### src/rtl/mtr_pwm_drv.sv
// Signed wheel-speed to H-bridge PWM: 2048-clock period, per-side reversal blanking, over-speed fault latch.
// Outputs are registered, one clock behind the counter value they decode.

module mtr_pwm_side (
    input  logic        clk,
    input  logic        rst_n,
    input  logic        cap,
    input  logic [10:0] cnt,
    input  logic [11:0] spd,
    input  logic        en_nxt,
    output logic        fwd,
    output logic        rev
);
    typedef enum logic {DRIVE = 1'b0, BLANK = 1'b1} state_t;

    state_t      state;
    state_t      state_nxt;
    logic [10:0] mag;
    logic [10:0] mag_nxt;
    logic        dir;
    logic        dir_nxt;
    logic [11:0] spd_abs;
    logic [10:0] new_mag;
    logic        new_nz;
    logic        new_dir;
    logic        drv;

    always_comb begin
        spd_abs = spd[11] ? 12'(-spd) : spd;
        // Only -2048 leaves bit 11 set after negation; clamp it to the 11-bit maximum.
        new_mag = spd_abs[11] ? 11'h7ff : spd_abs[10:0];
        new_nz  = |new_mag;
        new_dir = new_nz ? spd[11] : dir;

        state_nxt = state;
        mag_nxt   = mag;
        dir_nxt   = dir;
        if (cap) begin
            mag_nxt = new_mag;
            dir_nxt = new_dir;
            if (!en_nxt || state == BLANK) begin
                state_nxt = DRIVE;
            end else if (new_nz && (new_dir != dir)) begin
                state_nxt = BLANK;
            end
        end else if (!en_nxt) begin
            state_nxt = DRIVE;
        end

        drv = en_nxt && (state_nxt == DRIVE) && (cnt < mag_nxt);
    end

    always_ff @(posedge clk) begin
        if (!rst_n) begin
            state <= DRIVE;
            mag   <= 11'd0;
            dir   <= 1'b0;
            fwd   <= 1'b0;
            rev   <= 1'b0;
        end else begin
            state <= state_nxt;
            mag   <= mag_nxt;
            dir   <= dir_nxt;
            fwd   <= drv & ~dir_nxt;
            rev   <= drv & dir_nxt;
        end
    end
endmodule

module mtr_pwm_drv (
    input  logic        clk,
    input  logic        rst_n,
    input  logic [11:0] lft_spd,
    input  logic [11:0] rght_spd,
    input  logic        too_fast,
    input  logic        clr_flt,
    output logic        lft_fwd,
    output logic        lft_rev,
    output logic        rght_fwd,
    output logic        rght_rev,
    output logic        flt,
    output logic        prd_strt
);
    logic [10:0] cnt;
    logic        cnt_zero;
    logic        flt_nxt;
    logic        pwm_en;
    logic        en_nxt;

    // pwm_en keeps the outputs off for the remainder of a period after a fault clears.
    always_comb begin
        cnt_zero = (cnt == 11'd0);
        flt_nxt  = too_fast | (flt & ~clr_flt);
        en_nxt   = ~flt_nxt & (pwm_en | cnt_zero);
    end

    always_ff @(posedge clk) begin
        if (!rst_n) begin
            cnt      <= 11'd0;
            flt      <= 1'b0;
            pwm_en   <= 1'b0;
            prd_strt <= 1'b0;
        end else begin
            cnt      <= cnt + 11'd1;
            flt      <= flt_nxt;
            pwm_en   <= en_nxt;
            prd_strt <= cnt_zero;
        end
    end

    mtr_pwm_side u_lft (
        .clk    (clk),
        .rst_n  (rst_n),
        .cap    (cnt_zero),
        .cnt    (cnt),
        .spd    (lft_spd),
        .en_nxt (en_nxt),
        .fwd    (lft_fwd),
        .rev    (lft_rev)
    );

    mtr_pwm_side u_rght (
        .clk    (clk),
        .rst_n  (rst_n),
        .cap    (cnt_zero),
        .cnt    (cnt),
        .spd    (rght_spd),
        .en_nxt (en_nxt),
        .fwd    (rght_fwd),
        .rev    (rght_rev)
    );
endmodule
### config.mk
export PLATFORM = sky130hd
export DESIGN_NAME = mtr_pwm_drv
export DESIGN_NICKNAME = d
export VERILOG_FILES = /design/src/rtl/mtr_pwm_drv.sv
export SDC_FILE = /design/constraint.sdc
export NUM_CORES = 1
export LEC_CHECK = 0
export ABC_AREA = 1
export CORE_MARGIN = 2
export CORE_UTILIZATION = 57
export DETAILED_ROUTE_END_ITERATION = 6
export PLACE_DENSITY = 0.8
export SLEW_MARGIN = 15
export SYNTH_ARGS = -nofsm -noshare
export SYNTH_HDL_FRONTEND = slang
export SYNTH_HIERARCHICAL = 1
export SYNTH_SLANG_ARGS = --single-unit
### constraint.sdc
create_clock -name clk -period 3.5 [get_ports clk]
set_input_delay 0.7 -clock clk [delete_from_list [all_inputs] [get_ports clk]]
set_output_delay 0.7 -clock clk [all_outputs]
set_load 0.02 [all_outputs]
==> results.toml, run 1 <==
[status]
outcome = "finished, final reports clean"

[timing]
rsz0062_at_grt = "false"
report.final.slew_viol_count = 0
tightest_slew_ns = 0.4040
min_period_over_period = 0.9113
min_period_ns = 3.190
clock.fmax_mhz = 313.5
final-setup-viol-count = 0
timing.final.hold_violations = 0
tns_ns = 0
fin_skew_ns = 0.01026
max_slew_margin = 0.7237

[detailed_routing]
viasPerCell = 5.103
first_pass_iters = 5
wl_um = 6646
first_iter_violations = 119
detail-route-antenna-nets = 0
route.detailed.drc = 0
wl_per_cell_um = 11.56
via_count = 2934

[yosys]
avgSynthCellArea_um2 = 6.752
synth_top_cell_by_area = "dfxtp_1"
synth_fp_nets = 519
syn_area_um2 = 3153
synth.distinct_cells = 29
synth_seq_cells = 44
synth_edf_count = 0
synth_area_leaders = "dfxtp_1 28%, nand2_1 11%, ha_1 9.5%"
yosysTopAreaCellShare = 0.2794
syn_inst = 467
seq_area_frac_synth = 0.2794
yosysWarnings = 6
ys.flop_type = "dfxtp_1"
ys_async_sr_fraction = 0

[placement]
dp.cells = 568
io_buffers = 33
gp_congestion = 0.8929
dp_hpwl_um = 5254

[critical_path]
cp_max_fo = 4
max_stage_delay_ns = 0.46
path_cells = "clkdlybuf4s50_1 -> inv_1 -> ha_1 -> nand2_1 -> nor2_2 -> nand4_1 -> nand3_1 -> nand3_1 -> mux2i_1 -> ha_1 -> a2111oi_0 -> nand2_1 -> a21oi_2 -> nand3_2 -> a21oi_2"
crit_required_ns = 3.73
path_class = "input pin to flip-flop"
worstSetupStartpointType = "input pin"
critPathCaptureType = "flip-flop"
cpMaxStageDelayCell = "clkdlybuf4s50_1"
cp.arrival_ns = 3.42

[die]
die_w_um = 78.38
initial_core_util = 0.5797
die-area_um2 = 6143
die_h_um = 78.38
num_rows = 27
design.core.area_um2 = 5439
io_pins = 34

[power]
peakVddDrop_mv = 0.2817
p_leak_nw = 1.744
total_power_mw = 1.249
p_per_area_nw_per_um2 = 343.6

[global_route]
grt_first_pass_wirelength_um = 11700
grt_max_degree = 20
overflow = 0
grt_usage = 0.2335
antenna_found_initial = 0
grt_pass1_vias = 2732

[clocking]
cts_resized = 0
cts_setup_buffers = 0
clockBufferDepth = 2
cts_root_buf = "clkbuf_8"
clock-sinks = 44
htreeDepth = 2
postCtsHoldBufs = 0
cts-buffers-inserted = 5
clkTransAtPathRegs_ns = 0.09
cts_tree = "built"
worstSkewPairLatency_ns = 0.30

[cells_and_area]
final_cell_mix = "96 x nand2_1, 65 x nor2_1, 50 x inv_1"
layout_commonest_cell = "nand2_1"
area_delta_synth_final_pct = 15.32
fillers = 473
n_antenna_cell = 0
seq_area_um2 = 880.8
finish.net_count = 555
fin_cells = 575
drive_above_1_share = 0.1650
multiInputGateArea_um2 = 1987

[run]
drv_cap = 0

[hold_path]
hp-class = "flip-flop to flip-flop"
==> power by group <==
| part | switching (mW) | internal (mW) | leakage (nW) |
|---|---|---|---|
| combinational | 0.229 | 0.154 | 1.34 |
| sequential | 0.0152 | 0.542 | 0.362 |
| clock | 0.174 | 0.135 | 0.0400 |
==> synth_stat cells (5+ instances only) <==
master	instances
a21oi_1	23
nor2_1	66
nor2_2	18
dfxtp_1	44
nand3_2	11
ha_1	24
nand2_1	96
nand3_1	35
nand2_2	22
o21ai_0	26
nor3_1	5
inv_1	50
a21oi_2	6
==> metrics by stage <==
step | setup WS, ns | area, um2 | hold slack [ns] | utilization
floorplan | 0.8327 | 3153 | 0.4534 | -
global placement | 0.06458 | 3555 | 0.4895 | 0.6536
detailed placement | 0.01870 | 3555 | 0.5055 | 0.6536
CTS | 0.3242 | 3636 | 0.5260 | 0.6685
global route | 0.03225 | 3636 | 0.5576 | 0.6685
finish | 0.3103 | 3636 | 0.5227 | 0.6685
==> layout make-up <==
| cell class | count | share of cell area |
|---|---|---|
| inverter | 53 | 0.05471 |
| timing repair buffer | 42 | 0.1094 |
| clock inverter | 2 | 0.003441 |
| clock buffer | 5 | 0.01893 |
| sequential | 44 | 0.2423 |
| tap | 72 | 0.02478 |
| multi-input combinational | 357 | 0.5465 |
==> cell families after synthesis <==
kind of cell	count (synthesis)	share of synthesized area
buffers and inverters	66	0.09127
adders and majority gates	24	0.09524
AOI/OAI and AO/OA	58	0.1024
xor gates and xnor gates	5	0.01389
DFF	44	0.2794
muxes	4	0.01270
and+or+nand+nor	266	0.4052
==> metal layers <==
layer	vias to the layer above	GRT usage	share of wire
met4	0	0.04737	0.0077
li1	1580	-	-
met5	-	0	0
met3	7	0.03793	0.025
met1	1311	0.3250	0.51
met2	36	0.3836	0.46
==> registers in the layout (all words and copies together) (netlist names) <==
| name | count |
|---|---|
| u_rght/rev | 1 |
| u_lft/fwd | 1 |
| prd_strt | 1 |
| u_rght/state | 1 |
| u_lft/rev | 1 |
| u_lft/state | 1 |
| u_rght/mag | 11 |
| pwm_en | 1 |
| u_rght/fwd | 1 |
| u_lft/dir | 1 |
| u_rght/dir | 1 |
| flt | 1 |
| u_lft/mag | 11 |
| cnt | 11 |
==> critical path: cells and delay by family <==
kind	cells	cell delay [ns]
adder cells (fa/ha/maj)	2	0.46
AND/OR/NAND/NOR	7	0.79
buffers and inverters	2	0.57
multiplexers	1	0.25
AO/OA/AOI/OAI	3	0.65
==> worst paths after layout <==
path	endpoint	slack (ns)	cells after the start	start
setup reg to reg	u_lft/rev	0.54	15	cnt[0]
hold / removal	u_rght/mag[10]	0.52	2	u_rght/mag[10]
hold reg to reg	u_rght/mag[10]	0.52	2	u_rght/mag[10]
setup / recovery	u_lft/rev	0.31	15	lft_spd[0]
(Power assumes the default switching activity.)
==> run 2, diff against run 1 <==
Settings changed: CORE_UTILIZATION 57 to 59, CTS_BUF_LIST from default to sky130_fd_sc_hd__clkbuf_4 sky130_fd_sc_hd__clkbuf_8, PLACE_DENSITY 0.8 to 0.83, SETUP_SLACK_MARGIN from default to 0.1.
==> results.toml, run 2 (synthesized netlist as in run 1, its figures left out) <==
[status]
outcome = "finished, final reports clean"

[cells_and_area]
multiInputGateArea_um2 = 1998
finish.net_count = 554
fillers = 468
final_core_util = 0.7108
seq_area_um2 = 880.8
drive_above_1_share = 0.1690
final_cell_mix = "96 x nand2_1, 65 x nor2_1, 50 x inv_1"
area_delta_synth_final_pct = 15.87
fin_cells = 573
n_antenna_cell = 0
top_regs = "cnt x11, u_lft/mag x11, u_rght/mag x11"
layout_commonest_cell = "nand2_1"

[critical_path]
cpMostUsedCell = "nand2_1"
critical_path.top_delay_family = "compound AO/OA/AOI/OAI gates"
cp_max_fo = 4
worstSetupStartpointType = "input pin"
critPathCaptureType = "flip-flop"
cpMaxStageDelayCell = "clkdlybuf4s50_1"
cp.arrival_ns = 3.41
path_cells = "clkdlybuf4s50_1 -> inv_1 -> ha_1 -> nand2_1 -> nor2_2 -> nand4_1 -> nand2_1 -> nand2_1 -> nand3_1 -> mux2i_1 -> ha_1 -> a2111oi_1 -> nand2_1 -> a21oi_2 -> nand3_2 -> a21oi_2"
path_class = "input pin to flip-flop"
reg2reg_slack_ns = 0.53
crit_buf_inv = 2
max_stage_delay_ns = 0.52
crit_required_ns = 3.74

[die]
die_w_um = 77.11
num_rows = 26
die_h_um = 77.11
die-area_um2 = 5945
design.core.area_um2 = 5140
io_pins = 34
initial_core_util = 0.6134

[timing]
clock.fmax_mhz = 315.7
report.final.slew_viol_count = 0
max_slew_margin = 0.7191
rsz0062_at_grt = "true"
setup_slack_ns = 0.3321
holdWs_ns = 0.5224
tns_ns = 0
timing.final.hold_violations = 0
min_period_over_period = 0.9051
min_period_ns = 3.168
tightest_slew_ns = 0.4203
final-setup-viol-count = 0
fin_skew_ns = 0.004136

[run]
drv_cap = 0

[placement]
dp.cells = 565
gp_congestion = 0.8666
place_ws_ns = 0.03102
io_buffers = 33
dp_hpwl_um = 5363

[global_route]
grt_max_degree = 20
overflow = 0
grt_pass1_vias = 2812
antenna_found_initial = 0
grt_first_pass_wirelength_um = 12300
grt_usage = 0.2511

[power]
peakVddDrop_mv = 0.2676
p_leak_nw = 1.741
p_per_area_nw_per_um2 = 351.4

[clocking]
clockBufferDepth = 2
cts_tree = "built"
clock-sinks = 44
clkTransAtPathRegs_ns = 0.08
cts-buffers-inserted = 5
postCtsHoldBufs = 0
htreeDepth = 2
worstSkewPairLatency_ns = 0.30
cts_root_buf = "clkbuf_8"

[detailed_routing]
viasPerCell = 5.195
wl_um = 6829
first_iter_violations = 155
detail-route-antenna-nets = 0
route.detailed.drc = 0
via_count = 2977
wl_per_cell_um = 11.92
first_pass_iters = 5

[hold_path]
hp-class = "flip-flop to flip-flop"
==> run 2: area by class of cell <==
type	instances	area share
repair buffers	41	0.1068
multi-input cells	357	0.5469
inverters	53	0.05445
flip-flops and latches	44	0.2411
clock buffers	6	0.02260
well taps	70	0.02397
clock inverters	2	0.004110
==> run 2: where the power goes <==
part / leakage [nW] / internal, mW / switching, mW / total (mW)
Combinational: 1.34 / 0.156 / 0.231 / 0.387
Sequential: 0.362 / 0.543 / 0.0163 / 0.559
Clock: 0.0434 / 0.160 / 0.179 / 0.339
==> run 2: timing repair <==
item / in CTS / in global routing
endpoints found under the setup margin: 0 / 4
gates resized for setup: 0 / 4
buffers inserted: 0 / 0
hold endpoints to repair: 0 / 0
==> run 2: per-layer routing <==
metal,GRT usage,vias up,share of wire,wire length (um)
met3,0.04000,7,0.048,327
met1,0.3431,1327,0.48,3258
met5,0,-,0,0
met2,0.4228,67,0.47,3199
met4,0.04643,0,0.0064,44
li1,-,1576,-,-
==> run 2: worst paths after layout <==
path,end,depth (start not counted),startpoint
max reg2reg,u_lft/fwd,15,cnt[0]
min,u_rght/mag[7],2,u_rght/mag[7]
min reg2reg,u_rght/mag[7],2,u_rght/mag[7]
max,u_rght/rev,16,rght_spd[0]
==> run 2: per-stage QoR <==
step                cell area (um2)  total power [mW]
floorplan                      3153            0.8333
global placement               3545            0.9331
detailed placement             3545            0.9491
CTS                            3642             1.291
global route                   3654             1.376
finish                         3654             1.284
==> run 2: tightest hold or removal path, cell delays in order (launching register included) <==
cell and delay [ns]:
dfxtp_1 0.31, o21ai_0 0.09, nor2_1 0.08
==> run 3, diff against run 2 <==
Settings changed: CORE_UTILIZATION 59 to 60, DONT_BUFFER_PORTS from default to 1, PLACE_DENSITY 0.83 to 0.76.
==> results.toml, run 3 (synthesized netlist as in run 1, its figures left out) <==
[status]
outcome = "finished, final reports clean"

[die]
io_pins = 34
design.core.area_um2 = 5075
die_w_um = 76.49
die-area_um2 = 5851
num_rows = 26
die_h_um = 76.49
initial_core_util = 0.6213

[clocking]
clockBufferDepth = 2
cts-buffers-inserted = 5
postCtsHoldBufs = 0
cts_tree = "built"
cts_resized = 0
clkTransAtPathRegs_ns = 0.09
cts_setup_buffers = 0
clock-sinks = 44
cts_root_buf = "clkbuf_8"
htreeDepth = 2
worstSkewPairLatency_ns = 0.30

[power]
p_per_area_nw_per_um2 = 386.1
total_power_mw = 1.267
peakVddDrop_mv = 0.2830
p_leak_nw = 1.597

[hold_path]
hp-class = "input pin to flip-flop"
whs_path_depth = 2
min_from = "rst_n"
hold_path_end = "cnt[1]"

[timing]
min_period_over_period = 0.8387
tightest_slew_ns = 0.4720
rsz0062_at_grt = "false"
clock.fmax_mhz = 340.7
final-setup-viol-count = 0
tns_ns = 0
timing.final.hold_violations = 0
fin_skew_ns = 0.007877
report.final.slew_viol_count = 0
min_period_ns = 2.936
max_slew_margin = 0.6850

[critical_path]
reg2reg_slack_ns = 0.56
cp.arrival_ns = 3.17
critPathCaptureType = "flip-flop"
cp_max_fo = 11
timing.rr.end = "u_lft/rev"
reg2reg_depth = 14
r2r_start = "cnt[0]"
crit_required_ns = 3.73
worstSetupStartpointType = "flip-flop"
path_class = "flip-flop to flip-flop"

[cells_and_area]
layout_commonest_cell = "nand2_1"
n_antenna_cell = 0
fin_area_um2 = 3281
final_cell_mix = "96 x nand2_1, 65 x nor2_1, 50 x inv_1"
area_delta_synth_final_pct = 4.048
finish.net_count = 515
top_regs = "cnt x11, u_lft/mag x11, u_rght/mag x11"
drive_above_1_share = 0.1659

[global_route]
grt_first_pass_wirelength_um = 11520
grt_usage = 0.2370
grt_pass1_vias = 2623
overflow = 0
antenna_found_initial = 0
grt_max_degree = 21

[placement]
dp_hpwl_um = 4969
gp_congestion = 0.8611
placed_area_um2 = 3169
io_buffers = 0

[detailed_routing]
first_iter_violations = 129
route.detailed.drc = 0
viasPerCell = 5.240
via_count = 2798
wl_um = 6426
first_pass_iters = 4
wl_per_cell_um = 12.03
detail-route-antenna-nets = 0

[run]
drv_cap = 0
==> run 3: power breakdown <==
| group | switching, mW | total [mW] | internal [mW] |
|---|---|---|---|
| sequential | 0.0219 | 0.564 | 0.543 |
| clock | 0.179 | 0.391 | 0.211 |
| combinational | 0.195 | 0.312 | 0.116 |
==> run 3: final cells by class <==
| cell class | instances | area (um2) |
|---|---|---|
| Clock buffer | 5 | 68.82 |
| Clock inverter | 3 | 42.54 |
| Fill cell | 485 | 1794 |
| Inverter | 53 | 198.9 |
| Multi-Input combinational cell | 357 | 1987 |
| Sequential cell | 44 | 880.8 |
| Tap cell | 70 | 87.58 |
| Timing Repair Buffer | 2 | 15.01 |
==> run 3: layer usage <==
metal / GRT usage / up-vias / wire length (um)
li1: - / 1494 / -
met1: 0.3353 / 1245 / 3263
met2: 0.3761 / 53 / 2799
met3: 0.04265 / 6 / 300
met4: 0.05455 / 0 / 63
met5: 0 / - / 0
==> run 3: metrics by stage <==
| stage | hold slack (ns) | instances | util | setup WS [ns] |
|---|---|---|---|---|
| after global routing | 0.4973 | 534 | 0.6465 | 0.1176 |
| after global placement | 0.4923 | 526 | 0.6245 | 0.5059 |
| after floorplan | 0.4534 | 467 | - | 0.8327 |
| after CTS | 0.4856 | 534 | 0.6465 | 0.4903 |
| after detailed placement | 0.4933 | 526 | 0.6245 | 0.4436 |
| final | 0.4918 | 534 | 0.6465 | 0.5644 |
==> run 3: critical path, stage by stage, from the launching register on <==
cell       delay, ns
dfxtp_1         0.39
inv_1           0.08
ha_1            0.13
inv_1           0.03
nor2_1          0.08
nand2_1         0.10
nor2_2          0.35
inv_1           0.22
mux2i_1         0.27
ha_1            0.29
a2111oi_0       0.43
nand2_1         0.11
a21oi_2         0.16
nand3_2         0.11
a21oi_2         0.10
==> run 3: how the worst max path moves through the flow <==
stage          cells past startpoint       start  slack, ns         end
2_1_floorplan                     14  lft_spd[1]       0.83   u_lft/rev
3_3_place_gp                      14  lft_spd[1]       0.51   u_lft/rev
3_5_place_dp                      14  lft_spd[1]       0.44   u_lft/rev
4_1_cts                           14      cnt[0]       0.49   u_lft/rev
5_1_grt                           15      cnt[0]       0.12  u_rght/fwd
6_report                          14      cnt[0]       0.56   u_lft/rev
